File: config.mk
export PLATFORM = sky130hd
export DESIGN_NAME = v_mul_seq
export DESIGN_NICKNAME = d
export VERILOG_FILES = /design/src/rtl/v_mul_seq.sv
export SDC_FILE = /design/constraint.sdc
export NUM_CORES = 1
export LEC_CHECK = 0
export BUFFER_PORTS_ARGS = -buffer_cell sky130_fd_sc_hd__buf_2
export CORE_AREA = 8 8 234 236
export CTS_CLUSTER_DIAMETER = 50
export CTS_CLUSTER_SIZE = 20
export DETAILED_ROUTE_END_ITERATION = 10
export DIE_AREA = 0 0 242 244
export PLACE_DENSITY = 0.67
export SLEW_MARGIN = 5
export SYNTH_ARGS = -nofsm -noshare
export SYNTH_HDL_FRONTEND = slang
export SYNTH_SLANG_ARGS = --single-unit
File: constraint.sdc
create_clock -name clk -period 4 [get_ports clk]
set_input_delay 0.4 -clock clk [delete_from_list [all_inputs] [get_ports clk]]
set_output_delay 0.4 -clock clk [all_outputs]
set_load 0.02 [all_outputs]
File: src/rtl/v_mul_seq.sv
// Vector multiply sequencer: issues VLEN-bit operands to v_mul one 32-bit word per cycle,
// tracks the multiplier latency and reassembles returned words into vd, keeping tail elements.
module v_mul_seq #(
    parameter int VLEN    = 128,
    parameter int MUL_LAT = 2
) (
    input  logic                      clk,
    input  logic                      nrst,
    input  logic                      start,
    input  logic [1:0]                sew,
    input  logic [$clog2(VLEN/8):0]   vl,
    input  logic [VLEN-1:0]           vs1,
    input  logic [VLEN-1:0]           vs2,
    input  logic [VLEN-1:0]           vd_old,
    output logic                      busy,
    output logic                      done,
    output logic [VLEN-1:0]           vd,
    output logic [31:0]               mul_op_a,
    output logic [31:0]               mul_op_b,
    output logic [1:0]                mul_sew,
    output logic                      mul_is_mul,
    input  logic [31:0]               mul_result
);
    localparam int NW  = VLEN / 32;
    localparam int VLW = $clog2(VLEN / 8) + 1;
    localparam int CW  = $clog2(NW + 1);
    localparam int IW  = (NW > 1) ? $clog2(NW) : 1;
    localparam logic [VLW+2:0] NW_X = (VLW + 3)'(NW);
    localparam logic [CW-1:0]  NW_C = CW'(NW);

    typedef enum logic [1:0] {
        S_IDLE  = 2'd0,
        S_ISSUE = 2'd1,
        S_DRAIN = 2'd2,
        S_DONE  = 2'd3
    } state_t;

    state_t                  state_q, state_d;
    logic [1:0]              sew_q, sew_d;
    logic [VLW-1:0]          vl_q, vl_d;
    logic [VLEN-1:0]         vs1_q, vs1_d, vs2_q, vs2_d, vd_q, vd_d;
    logic [CW-1:0]           nwords_q, nwords_d, cnt_q, cnt_d;
    logic [31:0]             op_a_q, op_a_d, op_b_q, op_b_d;
    logic                    busy_q, busy_d, done_q, done_d, is_mul_q, is_mul_d;
    logic [MUL_LAT:0]        pv_q, pv_d;
    logic [MUL_LAT:0][IW-1:0] pidx_q, pidx_d;

    logic [VLW+2:0]          scaled_s, nw_s;
    logic [CW-1:0]           nw_start_s;
    logic [IW-1:0]           cap_idx_s;

    // Byte b of word j is live when its element index (byte position >> sew) is below vl.
    function automatic logic byte_live(input logic [IW-1:0] j, input int b,
                                       input logic [1:0] s, input logic [VLW-1:0] n);
        int unsigned pos;
        pos = 32'(4 * int'(j) + b);
        return (pos >> s) < 32'(n);
    endfunction

    // Next-state, issue, latency-tracking and capture logic.
    always_comb begin
        state_d  = state_q;
        sew_d    = sew_q;
        vl_d     = vl_q;
        vs1_d    = vs1_q;
        vs2_d    = vs2_q;
        vd_d     = vd_q;
        nwords_d = nwords_q;
        cnt_d    = cnt_q;
        op_a_d   = 32'd0;
        op_b_d   = 32'd0;
        done_d   = 1'b0;
        pv_d     = {pv_q[MUL_LAT-1:0], 1'b0};
        pidx_d   = {pidx_q[MUL_LAT-1:0], pidx_q[0]};

        // words needed = ceil(vl * SEW / 32), clamped to the register width
        scaled_s   = ({3'b000, vl} << sew) + (VLW + 3)'(3);
        nw_s       = scaled_s >> 2;
        nw_start_s = (nw_s > NW_X) ? NW_C : nw_s[CW-1:0];
        cap_idx_s  = pidx_q[MUL_LAT];

        if (pv_q[MUL_LAT]) begin
            for (int b = 0; b < 4; b++) begin
                if (byte_live(cap_idx_s, b, sew_q, vl_q)) begin
                    vd_d[32*int'(cap_idx_s) + 8*b +: 8] = mul_result[8*b +: 8];
                end else begin
                    vd_d[32*int'(cap_idx_s) + 8*b +: 8] = vd_q[32*int'(cap_idx_s) + 8*b +: 8];
                end
            end
        end else begin
            vd_d = vd_q;
        end

        case (state_q)
            S_IDLE: begin
                if (start) begin
                    sew_d    = sew;
                    vl_d     = vl;
                    vs1_d    = vs1;
                    vs2_d    = vs2;
                    vd_d     = vd_old;
                    nwords_d = nw_start_s;
                    if ((vl == VLW'(0)) || (sew == 2'b11)) begin
                        state_d = S_DONE;
                        done_d  = 1'b1;
                    end else begin
                        state_d   = S_ISSUE;
                        op_a_d    = vs1[31:0];
                        op_b_d    = vs2[31:0];
                        pv_d[0]   = 1'b1;
                        pidx_d[0] = IW'(0);
                        cnt_d     = CW'(1);
                    end
                end else begin
                    state_d = S_IDLE;
                end
            end
            S_ISSUE: begin
                if (cnt_q == nwords_q) begin
                    state_d = S_DRAIN;
                end else begin
                    op_a_d    = vs1_q[32*int'(cnt_q) +: 32];
                    op_b_d    = vs2_q[32*int'(cnt_q) +: 32];
                    pv_d[0]   = 1'b1;
                    pidx_d[0] = cnt_q[IW-1:0];
                    cnt_d     = cnt_q + CW'(1);
                end
            end
            S_DRAIN: begin
                // the word being captured this cycle is the last one in flight
                if (pv_q[MUL_LAT-1:0] == '0) begin
                    state_d = S_DONE;
                    done_d  = 1'b1;
                end else begin
                    state_d = S_DRAIN;
                end
            end
            S_DONE: begin
                state_d = S_IDLE;
            end
            default: begin
                state_d = S_IDLE;
            end
        endcase

        busy_d   = (state_d == S_ISSUE) || (state_d == S_DRAIN);
        is_mul_d = busy_d;
    end

    // State and registered outputs with synchronous reset.
    always_ff @(posedge clk) begin
        if (nrst) begin
            state_q  <= S_IDLE;
            sew_q    <= 2'b00;
            vl_q     <= '0;
            vs1_q    <= '0;
            vs2_q    <= '0;
            vd_q     <= '0;
            nwords_q <= '0;
            cnt_q    <= '0;
            op_a_q   <= 32'd0;
            op_b_q   <= 32'd0;
            busy_q   <= 1'b0;
            done_q   <= 1'b0;
            is_mul_q <= 1'b0;
            pv_q     <= '0;
            pidx_q   <= '0;
        end else begin
            state_q  <= state_d;
            sew_q    <= sew_d;
            vl_q     <= vl_d;
            vs1_q    <= vs1_d;
            vs2_q    <= vs2_d;
            vd_q     <= vd_d;
            nwords_q <= nwords_d;
            cnt_q    <= cnt_d;
            op_a_q   <= op_a_d;
            op_b_q   <= op_b_d;
            busy_q   <= busy_d;
            done_q   <= done_d;
            is_mul_q <= is_mul_d;
            pv_q     <= pv_d;
            pidx_q   <= pidx_d;
        end
    end

    assign busy       = busy_q;
    assign done       = done_q;
    assign vd         = vd_q;
    assign mul_op_a   = op_a_q;
    assign mul_op_b   = op_b_q;
    assign mul_sew    = sew_q;
    assign mul_is_mul = is_mul_q;
endmodule
=== Word-level counts from Yosys, hierarchy flattened ===
Index checks and enable logic that the tools add are counted.
Widths: inputs -> output; s select.

* Flip-flop bits (word level): 474
* Word-level logic and storage cells: 122

* $add $sub $neg: 12
* Order comparisons: 5
* Eq/ne operators: 10
* Shift-type cells: 23
* Muxes and demuxes: 48
* Reductions and logical operators: 8

{| class="wikitable"
|+ Operator list
! cell !! number
|-
| $mux 128 || 10
|-
| $bwmux 128 || 8
|-
| $shiftx 8x33->128 || 8
|-
| $shift 8x33->128 const A || 4
|-
| $shiftx 128x32->8 || 3
|-
| $shiftx 128x9->32 || 2
|-
| $mux 32 || 6
|-
| $lt 32x5->1 || 4
|-
| $pmux 32 s2 || 2
|-
| $shiftx 128x8->8 || 1
|-
| $neg 8->33 || 3
|-
| $shr 5x2->32 || 3
|-
| $neg 7->33 || 1
|-
| $shr 4x2->32 || 1
|-
| $add 7x5->8 const B || 2
|-
| $mux 2 || 6
|-
| $mux 3 || 4
|-
| $add 4x2->5 const B || 2
|-
| $add 7x4->8 const B || 1
|-
| $add 8x2->8 const B || 1
|-
| $eq 2x2->1 const B || 4
|-
| $pmux 2 s4 || 1
|-
| $shl 5x2->8 || 1
|-
| $mux 1 || 7
|-
| 15 further kinds || 21
|}

=== Longest topological paths before layout ===
* Depth in word-level cells: 16
* Gate-level depth with buffers: 12

=== Worst setup path before layout ===
No wires, ideal clock.

* Kind: reg2reg
* From: reg pidx_q (netlist bit cap_idx_s[1])
* To: reg vd_q[98], in the netlist vd[98]
* Data arrival time: 2.747 ns
* Data required time: 3.920 ns
* Setup slack: 1.174 ns
* Cell stages (with the launch flop): 12
* Buffers on the path: 3
* Period minus slack after synthesis: 2.826 ns
* Cell sequence: dfxtp_1 -> buf_2 -> buf_1 -> nand2b_1 -> nor2_1 -> ha_1 -> a211o_1 -> a311o_1 -> buf_6 -> a21boi_4 -> o21ai_1 -> a211oi_2

* Cells in the longest elaborated chain, start to end: 16
* Elaborated cells on any way between the ends: 52
* Classes of those cells: 10 x add/sub; 4 x order compare; 20 x shift; 18 x mux

{| class="wikitable"
|+ RTL lines
! item !! line !! text
|-
| start: declaration || 46 || <nowiki>logic [MUL_LAT:0][IW-1:0] pidx_q, pidx_d;</nowiki>
|-
| start signal: assignment || 183 || <nowiki>pidx_q <= pidx_d;</nowiki>
|-
| parallel branches: the longest is 12 deep, another holds $add 7x4->8 || - ||
|-
| $mux 128 * || 84 || <nowiki>if (byte_live(cap_idx_s, b, sew_q, vl_q)) begin</nowiki>
|-
| $mux 128 * || 82 || <nowiki>if (pv_q[MUL_LAT]) begin</nowiki>
|-
| $mux 128 || 96 || <nowiki>if (start) begin</nowiki>
|-
| $mux 128 * || 94 || <nowiki>case (state_q)</nowiki>
|-
| end signal: assignment || 174 || <nowiki>vd_q <= vd_d;</nowiki>
|-
| end: declaration || 41 || <nowiki>logic [VLEN-1:0] vs1_q, vs1_d, vs2_q, vs2_d, vd_q, vd_d;</nowiki>
|}

Every way passes the cells marked *. The select of a mux whose other input is x is not followed.
A chain may end at the register's enable or synchronous reset.

=== Final worst setup path ===
* From: reg pidx_q (netlist bit cap_idx_s[1])
* To: reg vd_q[86], in the netlist vd[86]

Same word-level chain as after synthesis.

==> impl_metrics.py <==
metrics = {
    "drt": {
        "met1_length_mm": 32.9,
        "wl_met2_mm": 39.8,
        "first_iter_violations": 1676,
        "route.met3.wl_mm": 6.64,
        "highest_layer_used_for_signal_routing": "met5",
        "firstDrtPassIters": 7,
        "num_vias": 21386,
        "detail-route-antenna-nets": 0,
        "via_per_inst": 5.61,
        "postRouteWirelength_mm": 82.0,
        "drc": 0,
        "avgRoutedWirePerCell_um": 21.5,
    },
    "sta": {
        "fin_tns_setup_ns": 0,
        "final_worst_path_period_need_ns": 3.38,
        "report.final.setup_viol": 0,
        "timing.hold.ws_ns": 0.0345,
        "worst_tran_pin_value_ns": 1.14,
        "max_slew_margin": 0.242,
        "period_share": 0.844,
        "final.setup_skew_ns": 0.0219,
        "maxClockFrequency_mhz": 296,
        "finalWorstSetupSlack_ns": 0.624,
        "timing.final.hold_violations": 0,
        "rsz0062_at_grt": "false",
        "slew_viol_final": 0,
    },
    "global_routing": {
        "overflow": 0,
        "grt_start_max_net_pins": 183,
        "first_global_vias": 21032,
        "antenna_found_initial": 16,
        "grtUsageTotal": 0.260,
        "grt_pass1_wl_mm": 124,
    },
    "clocking": {
        "post_cts_hold_buffer_count": 70,
        "post_cts.repair.setup_buffers": 0,
        "tritoncts": "done",
        "cts_resized": 0,
        "clk_root_buffer_cell": "sky130_fd_sc_hd__clkbuf_16",
        "clk_transition_reported_paths_ns": 0.06,
        "tritoncts.num_buffers": 53,
        "cts_buffer_depth": 3,
        "htree_num_levels": 2,
        "worst_skew_pair.late_latency_ns": 0.60,
        "clock-sinks": 474,
    },
    "floorplanning": {
        "ios": 623,
        "core_area_mm2": 0.0509,
        "die_height_um": 244,
        "std_cell_rows": 83,
        "design.die.area_mm2": 0.0590,
        "floorplan.die.width_um": 242,
        "floorplan.initialDensity": 0.421,
    },
    "cells_and_area": {
        "layout.filler_cells": 4606,
        "multi_input_area_mm2": 0.0109,
        "finish.cell_count_without_fillers": 3809,
        "area_growth_syn_to_layout_pct": 28.3,
        "layout_utilization": 0.541,
        "design_area_mm2": 0.0275,
        "design.final.nets": 3509,
        "final_layout_size_suffix_gt1_frac": 0.284,
        "register_area_mm2": 0.00950,
    },
    "min_path": {
        "timing.hold.worst.class": "in -> reg",
    },
    "place": {
        "dp_slack_ns": 0.674,
        "place.detailed.hpwl_mm": 56.9,
        "post-place-cells": 3627,
        "gp_congestion": 0.920,
        "io_buffers": 622,
        "place_area_mm2": 0.0249,
    },
    "power_and_ir_drop": {
        "static-leakage-power_nw": 11.5,
        "worst_ir_drop_vdd_v": 0.000320,
        "power_mw": 13.7,
        "p_per_area_mw_per_mm2": 497,
    },
    "logic_synthesis": {
        "number_of_flops_mapped_to_enable_cells_by_yosys": 0,
        "async_reset_ff_frac": 0,
        "synthesized_area_per_cell_um2": 8.56,
        "synthMuxAreaShare": 0.103,
        "synth-seq-cells": 474,
        "syn_area_mm2": 0.0214,
        "synth.distinct_cells": 57,
        "synth.area.top_cells": "sky130_fd_sc_hd__dfxtp_1, sky130_fd_sc_hd__nand2_1, sky130_fd_sc_hd__mux4_2",
        "synth_fa_ha_area_frac": 0.00642,
        "synth_fp_nets": 2941,
        "seq_area_frac_synth": 0.443,
        "synth_cells": 2504,
        "post_synth_and_or_nand_nor_area_fraction": 0.181,
        "synth_compound_gate_area_share": 0.213,
        "post_synth_xor_area_fraction": 0.00163,
        "synth_top_flop_cell": "sky130_fd_sc_hd__dfxtp_1",
        "synth_top_cell_area_share": 0.443,
        "largest_family_of_logic_cells_by_synthesized_area": "compound AO/OA/AOI/OAI gates",
        "number_of_warning_messages_in_the_yosys_log": 0,
        "netlist.top_cell.by_area": "sky130_fd_sc_hd__dfxtp_1",
    },
    "worst_setup_path": {
        "criticalPathCategory": "reg -> reg",
        "slowest_delay_ns": 0.70,
        "cp-end-kind": "flip-flop",
        "crit_arrival_ns": 3.85,
        "cp.required_ns": 4.48,
        "cp_max_fo": 20,
        "cp_cell_instances": "mux2_4 -> nor2b_1 -> ha_1 -> a211oi_1 -> or3_1 -> a21oi_1 -> a221oi_1 -> o21ai_0",
        "timing.critical_path.from_type": "flip-flop",
        "cpMaxStageDelayCell": "sky130_fd_sc_hd__or3_1",
    },
    "run": {
        "max_cap_violations": 0,
    },
    "status": {
        "status": "completed",
    },
}
[registers in the layout, indices dropped and copies added, names as in the netlist]
signal,flops
mul_sew,2
nwords_q,3
mul_op_a,32
state_q,2
cap_idx_s,2
done,1
pv_q,3
mul_is_mul,1
mul_op_b,32
vs2_q,128
vl_q,5
vs1_q,128
pidx_d,4
vd,128
cnt_q,3
[critical path, delay by kind of cell, from the launching register on]
family / cells / cell delay, ns
AO/OA/AOI/OAI: 4 / 1.22
AND/OR/NAND/NOR: 2 / 0.84
multiplexers: 1 / 0.26
adder cells (fa/ha/maj): 1 / 0.29
flip-flops: 1 / 0.63
[worst paths after layout]
path / start / endpoint / slack (ns) / cells after the start
setup / recovery: cap_idx_s[1] / vd[86] / 0.62 / 8
hold / removal: vd_old[23] / vd[23] / 0.03 / 3
setup reg to reg: cap_idx_s[1] / vd[86] / 0.62 / 8
hold reg to reg: pidx_d[5] / cap_idx_s[1] / 0.44 / 1
[final cells by class]
class                           count  area share
Multi-Input combinational cell   1767       0.397
Sequential cell                   474       0.345
Timing Repair Buffer              726       0.151
Clock buffer                       57      0.0495
Tap cell                          680      0.0309
Clock inverter                     43      0.0187
Inverter                           50     0.00682
Antenna cell                       12     0.00109
[layer usage]
layer | track usage | vias to the layer above
met5 | 0 | -
met4 | 0.0931 | 12
met3 | 0.0615 | 179
met2 | 0.440 | 1000
met1 | 0.321 | 10191
li1 | - | 10004
[cells in the final DEF (no fill, tap or decap), drive strengths merged, types with 3 or more instances in the layout]
| cell type | n |
|---|---|
| clkinv | 19 |
| nor4 | 6 |
| xor2 | 3 |
| ha | 11 |
| a211oi | 67 |
| dlygate4sd3 | 70 |
| clkinvlp | 6 |
| o21ai | 164 |
| a21oi | 348 |
| bufinv | 5 |
| and4 | 7 |
| diode | 12 |
| a221oi | 29 |
| dfxtp | 474 |
| inv | 63 |
| nor3b | 4 |
| mux2i | 3 |
| nand4 | 29 |
| nor2 | 90 |
| nand2 | 657 |
| nand2b | 6 |
| o211a | 3 |
| nor2b | 9 |
| o211ai | 4 |
| a211o | 8 |
| buf | 656 |
| nand3 | 39 |
| nor3 | 10 |
| a32oi | 4 |
| a22o | 65 |
| nand4b | 25 |
| o21a | 24 |
| and3 | 17 |
| clkbuf | 57 |
| mux4 | 96 |
| a21boi | 17 |
[power breakdown]
group | switching (mW) | internal [mW]
sequential | 0.373 | 5.21
combinational | 1.83 | 1.13
clock | 2.24 | 2.90
total | 4.44 | 9.24
[logic make-up (layout without fill, tap and decap cells)]
family                     Yosys count  after routing
muxes                              101            101
AOI/OAI and AO/OA                  745            745
xor gates and xnor gates             4              4
adders and majority gates           11             11
and+or+nand+nor                    906            906
buffers and inverters              263            876
other                                0             12
DFF                                474            474
[synth_stat cells (11+ instances only)]
library cell / count
sky130_fd_sc_hd__mux4_2: 96
sky130_fd_sc_hd__o21ai_1: 41
sky130_fd_sc_hd__nand4_1: 29
sky130_fd_sc_hd__and3_1: 17
sky130_fd_sc_hd__nand3_1: 39
sky130_fd_sc_hd__a221oi_1: 29
sky130_fd_sc_hd__a21oi_1: 348
sky130_fd_sc_hd__dfxtp_1: 474
sky130_fd_sc_hd__ha_1: 11
sky130_fd_sc_hd__nand2_1: 657
sky130_fd_sc_hd__inv_1: 49
sky130_fd_sc_hd__nand4b_1: 25
sky130_fd_sc_hd__buf_2: 56
sky130_fd_sc_hd__o21ai_0: 122
sky130_fd_sc_hd__a211oi_1: 64
sky130_fd_sc_hd__o21a_1: 24
sky130_fd_sc_hd__clkbuf_1: 136
sky130_fd_sc_hd__nor2_1: 90
sky130_fd_sc_hd__a22o_1: 65
No activity file was read; power rests on OpenSTA's default activity.
